### config.mk
export PLATFORM = sky130hd
export DESIGN_NAME = shift_register_seq_flat
export DESIGN_NICKNAME = d
export VERILOG_FILES = /design/src/rtl/shift_register_seq_if.sv /design/src/rtl/shift_register_seq.sv /design/src/flat_wrapper.sv
export SDC_FILE = /design/constraint.sdc
export NUM_CORES = 1
export LEC_CHECK = 0
export BUFFER_PORTS_ARGS = -buffer_cell sky130_fd_sc_hd__buf_2
export CAP_MARGIN = 40
export CORE_ASPECT_RATIO = 0.9
export CORE_UTILIZATION = 58
export DETAILED_ROUTE_END_ITERATION = 6
export HOLD_SLACK_MARGIN = 0.05
export PLACE_DENSITY = 0.89
export SLEW_MARGIN = 20
export SYNTH_ARGS = -nofsm -noshare
export SYNTH_HDL_FRONTEND = slang
export SYNTH_SLANG_ARGS = --single-unit
export TNS_END_PERCENT = 50
### constraint.sdc
create_clock -name clock -period 5.72 [get_ports clock]
set_input_delay 1.144 -clock clock [delete_from_list [all_inputs] [get_ports clock]]
set_output_delay 1.144 -clock clock [all_outputs]
set_load 0.02 [all_outputs]
### src/rtl/shift_register_seq_if.sv
// Operand-register bus: instruction handshake in, registered word/status out.
// SHIFT_SERIAL_IN_EN adds the ser_in / ser_valid serial pair.
interface shift_register_seq_if #(
  parameter int WIDTH = 8,
  parameter int AMT_W = $clog2(WIDTH + 1)
);
  logic             start;
  logic [2:0]       instruction;
  logic [AMT_W-1:0] amount;
  logic [WIDTH-1:0] data_in;
  logic [WIDTH-1:0] data_out;
  logic             busy;
  logic             done;
  logic             carry_out;
`ifdef SHIFT_SERIAL_IN_EN
  logic             ser_in;
  logic             ser_valid;

  modport master (
    output start, instruction, amount, data_in, ser_in,
    input  data_out, busy, done, carry_out, ser_valid
  );
  modport slave (
    input  start, instruction, amount, data_in, ser_in,
    output data_out, busy, done, carry_out, ser_valid
  );
`else
  modport master (
    output start, instruction, amount, data_in,
    input  data_out, busy, done, carry_out
  );
  modport slave (
    input  start, instruction, amount, data_in,
    output data_out, busy, done, carry_out
  );
`endif
endinterface

### src/rtl/shift_register_seq.sv
// WIDTH-bit operand register: load/clear plus shifts and rotates stepped one bit per clock.
// Optional SHIFT_SERIAL_IN_EN: serial fill for logical shifts and a ser_valid strobe.
module shift_register_seq #(
  parameter int WIDTH = 8,
  parameter int AMT_W = $clog2(WIDTH + 1)
) (
  input logic                 clock,
  input logic                 reset_n,
  shift_register_seq_if.slave bus
);

  localparam logic [2:0] OP_HOLD   = 3'b000;
  localparam logic [2:0] OP_LOAD   = 3'b001;
  localparam logic [2:0] OP_SHIFTR = 3'b010;
  localparam logic [2:0] OP_SHIFTL = 3'b011;
  localparam logic [2:0] OP_CLEAR  = 3'b100;
  localparam logic [2:0] OP_ROTR   = 3'b101;
  localparam logic [2:0] OP_ROTL   = 3'b110;
  localparam logic [2:0] OP_ASHR   = 3'b111;

  localparam logic [0:0] ST_IDLE = 1'b0;
  localparam logic [0:0] ST_RUN  = 1'b1;

  localparam logic [AMT_W-1:0] W_AMT = AMT_W'(WIDTH);

  logic [0:0]       r_state;
  logic [WIDTH-1:0] r_data;
  logic             r_done;
  logic             r_carry;
  logic [AMT_W-1:0] r_cnt;
  logic [2:0]       r_op;
  logic             r_ser_valid;

  logic             w_accept;
  logic             w_is_shift;
  logic [AMT_W-1:0] w_k;
  logic [2:0]       w_step_op;
  logic             w_fill;
  logic [WIDTH-1:0] w_step_data;
  logic             w_step_carry;

  function automatic logic f_is_shift(input logic [2:0] op);
    return (op == OP_SHIFTR) || (op == OP_SHIFTL) || (op == OP_ROTR) ||
           (op == OP_ROTL)   || (op == OP_ASHR);
  endfunction

  // One-bit step; returns {bit leaving the word, new word}.
  function automatic logic [WIDTH:0] f_step(input logic [2:0] op,
                                            input logic [WIDTH-1:0] d,
                                            input logic fill);
    logic [WIDTH:0] res;
    res = {1'b0, d};
    case (op)
      OP_SHIFTR: res = {d[0], fill, d[WIDTH-1:1]};
      OP_SHIFTL: res = {d[WIDTH-1], d[WIDTH-2:0], fill};
      OP_ROTR:   res = {d[0], d[0], d[WIDTH-1:1]};
      OP_ROTL:   res = {d[WIDTH-1], d[WIDTH-2:0], d[WIDTH-1]};
      OP_ASHR:   res = {d[0], d[WIDTH-1], d[WIDTH-1:1]};
      default:   res = {1'b0, d};
    endcase
    return res;
  endfunction

  always_comb begin
    w_accept   = bus.start && (r_state == ST_IDLE);
    w_is_shift = f_is_shift(bus.instruction);
    w_k        = (bus.amount > W_AMT) ? W_AMT : bus.amount;
    // The acceptance edge already performs step 1, so it uses the live opcode.
    w_step_op  = (r_state == ST_RUN) ? r_op : bus.instruction;
`ifdef SHIFT_SERIAL_IN_EN
    w_fill     = bus.ser_in;
`else
    w_fill     = 1'b0;
`endif
    {w_step_carry, w_step_data} = f_step(w_step_op, r_data, w_fill);
  end

  always_ff @(posedge clock or negedge reset_n) begin
    if (!reset_n) begin
      r_state     <= ST_IDLE;
      r_data      <= '0;
      r_done      <= 1'b0;
      r_carry     <= 1'b0;
      r_cnt       <= '0;
      r_op        <= OP_HOLD;
      r_ser_valid <= 1'b0;
    end else begin
      r_done      <= 1'b0;
      r_ser_valid <= 1'b0;
      case (r_state)
        ST_IDLE: begin
          if (w_accept) begin
            r_op <= bus.instruction;
            if (w_is_shift && (w_k != '0)) begin
              r_data      <= w_step_data;
              r_carry     <= w_step_carry;
              r_cnt       <= w_k - 1'b1;
              r_ser_valid <= 1'b1;
              if (w_k == AMT_W'(1)) begin
                r_done <= 1'b1;
              end else begin
                r_state <= ST_RUN;
              end
            end else begin
              r_done <= 1'b1;
              case (bus.instruction)
                OP_LOAD: r_data <= bus.data_in;
                OP_CLEAR: begin
                  r_data  <= '0;
                  r_carry <= 1'b0;
                end
                default: ;
              endcase
            end
          end
        end
        ST_RUN: begin
          r_data      <= w_step_data;
          r_carry     <= w_step_carry;
          r_cnt       <= r_cnt - 1'b1;
          r_ser_valid <= 1'b1;
          if (r_cnt == AMT_W'(1)) begin
            r_state <= ST_IDLE;
            r_done  <= 1'b1;
          end
        end
        default: r_state <= ST_IDLE;
      endcase
    end
  end

  assign bus.data_out  = r_data;
  assign bus.busy      = (r_state == ST_RUN);
  assign bus.done      = r_done;
  assign bus.carry_out = r_carry;
`ifdef SHIFT_SERIAL_IN_EN
  assign bus.ser_valid = r_ser_valid;
`endif

endmodule

### src/flat_wrapper.sv
// flat-port wrapper written by rule: the top's interface ports become plain ports
module shift_register_seq_flat 
#(
  parameter int WIDTH = 8,
  parameter int AMT_W = $clog2(WIDTH + 1)
)
  (clock, reset_n, bus_start, bus_instruction, bus_amount, bus_data_in, bus_data_out, bus_busy, bus_done, bus_carry_out);
  shift_register_seq_if #(.WIDTH(WIDTH), .AMT_W(AMT_W)) bus_i ();
  input logic clock;
  input logic reset_n;
  input wire logic [$bits(bus_i.start)-1:0] bus_start;
  input wire logic [$bits(bus_i.instruction)-1:0] bus_instruction;
  input wire logic [$bits(bus_i.amount)-1:0] bus_amount;
  input wire logic [$bits(bus_i.data_in)-1:0] bus_data_in;
  output wire logic [$bits(bus_i.data_out)-1:0] bus_data_out;
  output wire logic [$bits(bus_i.busy)-1:0] bus_busy;
  output wire logic [$bits(bus_i.done)-1:0] bus_done;
  output wire logic [$bits(bus_i.carry_out)-1:0] bus_carry_out;
  assign bus_i.start = bus_start;
  assign bus_i.instruction = bus_instruction;
  assign bus_i.amount = bus_amount;
  assign bus_i.data_in = bus_data_in;
  assign bus_data_out = bus_i.data_out;
  assign bus_busy = bus_i.busy;
  assign bus_done = bus_i.done;
  assign bus_carry_out = bus_i.carry_out;
  shift_register_seq #(.WIDTH(WIDTH), .AMT_W(AMT_W)) u_core (.clock(clock), .reset_n(reset_n), .bus(bus_i));
endmodule
==> results.txt <==
- The flow ran to the end, and the final reports show no timing, DRC or antenna violations.
- Summed over all failing endpoints, the final setup total negative slack is 0 ns.
- Dividing the synthesized area by the synthesized cell count gives 9.05 um^2.
* Number of non-filler instances in the completed layout: 198
- Root cell of the clock tree: sky130_fd_sc_hd__clkbuf_4
- Count of max-cap constraint violations: 0
- Dividing the detail-routed via count by the number of cells gives 6.39.
* Max frequency: 0.371 GHz
* Count of fill cells added during filler insertion: 178
- Number of buffer and inverter instances along the worst setup path: 1
- After detailed routing, the number of remaining DRC violations is 0.
- Hold buffer count at CTS: 0
- For this block, the routed nets add up to 3180 um of wire.
- Number of storage elements in the synthesis netlist: 18
- The initial antenna violation count was 0.
* Count of warnings emitted by yosys: 0
- Level count of the clock H-tree: 1
* Die footprint: 2510 um^2
- Of the cells placed in the final design, the portion with a size suffix greater than 1 is 27.5%.
- Element type at the critical path start: primary input
* Slowest-stage cell, CP: sky130_fd_sc_hd__o21ai_1
- Sum of net half-perimeters after detailed placement: 2390 um
* Height of the chip: 47.6 um
* Std cell rows: 16
* Critical path's top delay family: compound AO/OA/AOI/OAI gates
* Synth cell types: 44
- The final-report hold violation count was 0.
* Max Slew Vio Count: 0
- 1st-iter DRT viols: 75
- The first TritonRoute pass finished after 5 iterations.
- Total track usage: 27.0%
* Global-route wire length before repair: 4690 um
- 0 antenna diodes ended up in the layout.
- Starting density of the core: 61.4%
- Of all nets on the critical path, the largest fanout is 8.
- Worst-case clock buffer depth: 2
- Path category of the worst min-delay check: flip-flop to flip-flop
* Maximum ir drop on the vdd rail: 0.000335 V
- Routed length per placed instance: 16.1 um
- The synthesized design contains 0 enable-type register cells.
- The number of gates resized after CTS was 0.
- Headroom to the max-slew limit came out at 55.1%.
* Core box area: 2180 um^2
- Worst endpoint data arrival time: 2.92 ns
* TritonCTS clock tree: built
* Die outline width: 52.7 um
- Number of buffers inserted during clock tree synthesis: 3
- Ordered list of cells on the worst path: buf_2 > nand2b_1 > ha_1 > or3b_1 > o21ai_1 > a21oi_1 > o32a_1 > a21oi_1
- Leakage dissipation: 0.000675 uW
- The synthesized netlist occupies a cell area of 1340 um^2.
- Dividing the final minimum period by the clock period gives 47.1%.
* Category of the worst setup path capture point: flip-flop
* Cell seen most often among critical-path stages: sky130_fd_sc_hd__a21oi_1
- Remaining global-route overflow: 0
- Clock period minus final worst setup slack: 2.69 ns
* Insertion delay of the later-clocked pin in the worst-skew pair: 0.30 ns
- Buffers placed on the I/O ports in this run total 28.
- After clock tree synthesis, the setup repair step added 0 buffers.
- Maximum number of pins on one net before global-route repair: 27
* Final setup skew: 0.00725 ns
- Count of clock tree sinks: 18
* Share of flip-flops with an asynchronous set or reset: 100%
- Post-Place Cells: 195
* Synthesis-to-finish area growth: 12.1%
- In this design, the stage delay of the slowest critical-path cell is 0.47 ns.
- The most used flip-flop cell after synthesis is sky130_fd_sc_hd__dfrtp_1.
- Required time of the critical path: 5.95 ns
* Register area share after synthesis: 33.6%
* CP Class: primary input to flip-flop
- Final setup viols: 0
- Detailed-route via count: 1265
- In this run the power density over the cells is 562 nW/um^2.
- Measured slew at the worst slew-check pin: 0.668 ns
* Routed Antenna Nets: 0
- Syn Inst Count: 148
- Clock-pin slew was measured on the worst setup and hold paths at 0.10 ns.
* Number of nets in the synthesized netlist: 169
- The via count of the first global-routing pass was 1095.
* Layout Nets: 194
* Count of pins on the block boundary: 29
- Routability congestion estimate: 0.935
- Unrepaired setup endpoints after global routing: no
## through the flow
stage / instance area, um^2 / util, % / setup slack [ns] / power (uW) / hold slack [ns]
floorplan: 1340 / - / 3.00 / 657 / 0.488
global placement: 1470 / 67.1 / 2.85 / 741 / 0.528
detailed placement: 1480 / 67.8 / 2.74 / 777 / 0.533
CTS: 1500 / 68.9 / 3.05 / 839 / 0.547
global route: 1500 / 68.9 / 2.86 / 903 / 0.566
finish: 1500 / 68.9 / 3.03 / 844 / 0.552
## flip-flops by register name, indices dropped and copies added (netlist names)
signal / cells
u_core.bus.carry_out: 1
u_core.r_op: 3
u_core.r_cnt: 4
u_core.bus.done: 1
u_core.bus.data_out: 8
u_core.bus.busy: 1
## placed cells by master, fill, tap and decap left out, drive strengths merged, types with 3 or more instances in the layout
| cell type | instances |
|---|---|
| o221ai | 7 |
| mux2 | 8 |
| nor2 | 10 |
| dfrtp | 18 |
| nand2 | 9 |
| o21ai | 7 |
| nor3 | 3 |
| or3b | 3 |
| clkbuf | 3 |
| buf | 29 |
| nor2b | 3 |
| a21oi | 9 |
| o22ai | 8 |
| a22oi | 7 |
| nand2b | 9 |
| ha | 3 |
| mux2i | 5 |
| inv | 5 |
## path summary, 6_finish.rpt
check | startpoint | endpoint | slack (ns) | depth (start not counted)
max | bus_amount[3] | u_core.bus.data_out[0] | 3.03 | 8
min | u_core.r_cnt[2] | u_core.r_cnt[2] | 0.55 | 1
max reg2reg | u_core.bus.busy | u_core.bus.data_out[4] | 3.53 | 6
min reg2reg | u_core.r_cnt[2] | u_core.r_cnt[2] | 0.55 | 1
max in group asynchronous | reset_n | u_core.r_cnt[3] | 4.66 | 1
min in group asynchronous | reset_n | u_core.bus.data_out[6] | 0.76 | 1
## Yosys cell counts (3+ instances only)
cell                        n  area [um^2]
sky130_fd_sc_hd__nand2_1    9         33.8
sky130_fd_sc_hd__mux2_2     7         78.8
sky130_fd_sc_hd__clkbuf_1   6         22.5
sky130_fd_sc_hd__inv_1      5         18.8
sky130_fd_sc_hd__nor2b_1    3         18.8
sky130_fd_sc_hd__ha_1       3         37.5
sky130_fd_sc_hd__a21oi_1    9         45.0
sky130_fd_sc_hd__a22oi_1    7         52.6
sky130_fd_sc_hd__mux2i_1    5         50.1
sky130_fd_sc_hd__dfrtp_1   18          450
sky130_fd_sc_hd__nor3_1     3         15.0
sky130_fd_sc_hd__nand2b_1   9         56.3
sky130_fd_sc_hd__o21ai_0    6         30.0
sky130_fd_sc_hd__o221ai_1   6         52.6
sky130_fd_sc_hd__o22ai_1    7         43.8
sky130_fd_sc_hd__nor2_1    10         37.5
## layout make-up
class / count / area (um^2) / share of cell area (%)
Sequential cell: 18 / 450 / 30.0
Tap cell: 27 / 33.8 / 2.25
Multi-Input combinational cell: 116 / 822 / 54.7
Clock buffer: 3 / 22.5 / 1.50
Timing Repair Buffer: 29 / 155 / 10.3
Inverter: 5 / 18.8 / 1.25
## kinds of logic (layout without fill, tap and decap cells)
family | after synthesis | after routing | share of synthesized area [%]
flops | 18 | 18 | 33.6
compound gates | 51 | 51 | 27.5
buf+inv | 14 | 37 | 5.04
simple gates | 46 | 46 | 18.3
mux | 13 | 13 | 10.7
xor+xnor | 3 | 3 | 1.96
fa+ha+maj | 3 | 3 | 2.80
## power breakdown
part,switching [uW],internal (uW),total (uW)
logic,276,228,504
registers,84.9,192,277
clock network,39.1,24.5,63.6
## layer usage
layer  vias up  part of all wire, %  track usage [%]  wire length [um]
li1        614                    -                -                 -
met1       593                   41             31.7              1290
met2        52                   53             48.6              1680
met3         6                  6.1             5.71               194
met4         0                 0.63             11.6                20
met5         -                    0                0                 0
Note: power is estimated with default switching activity, not from simulation.
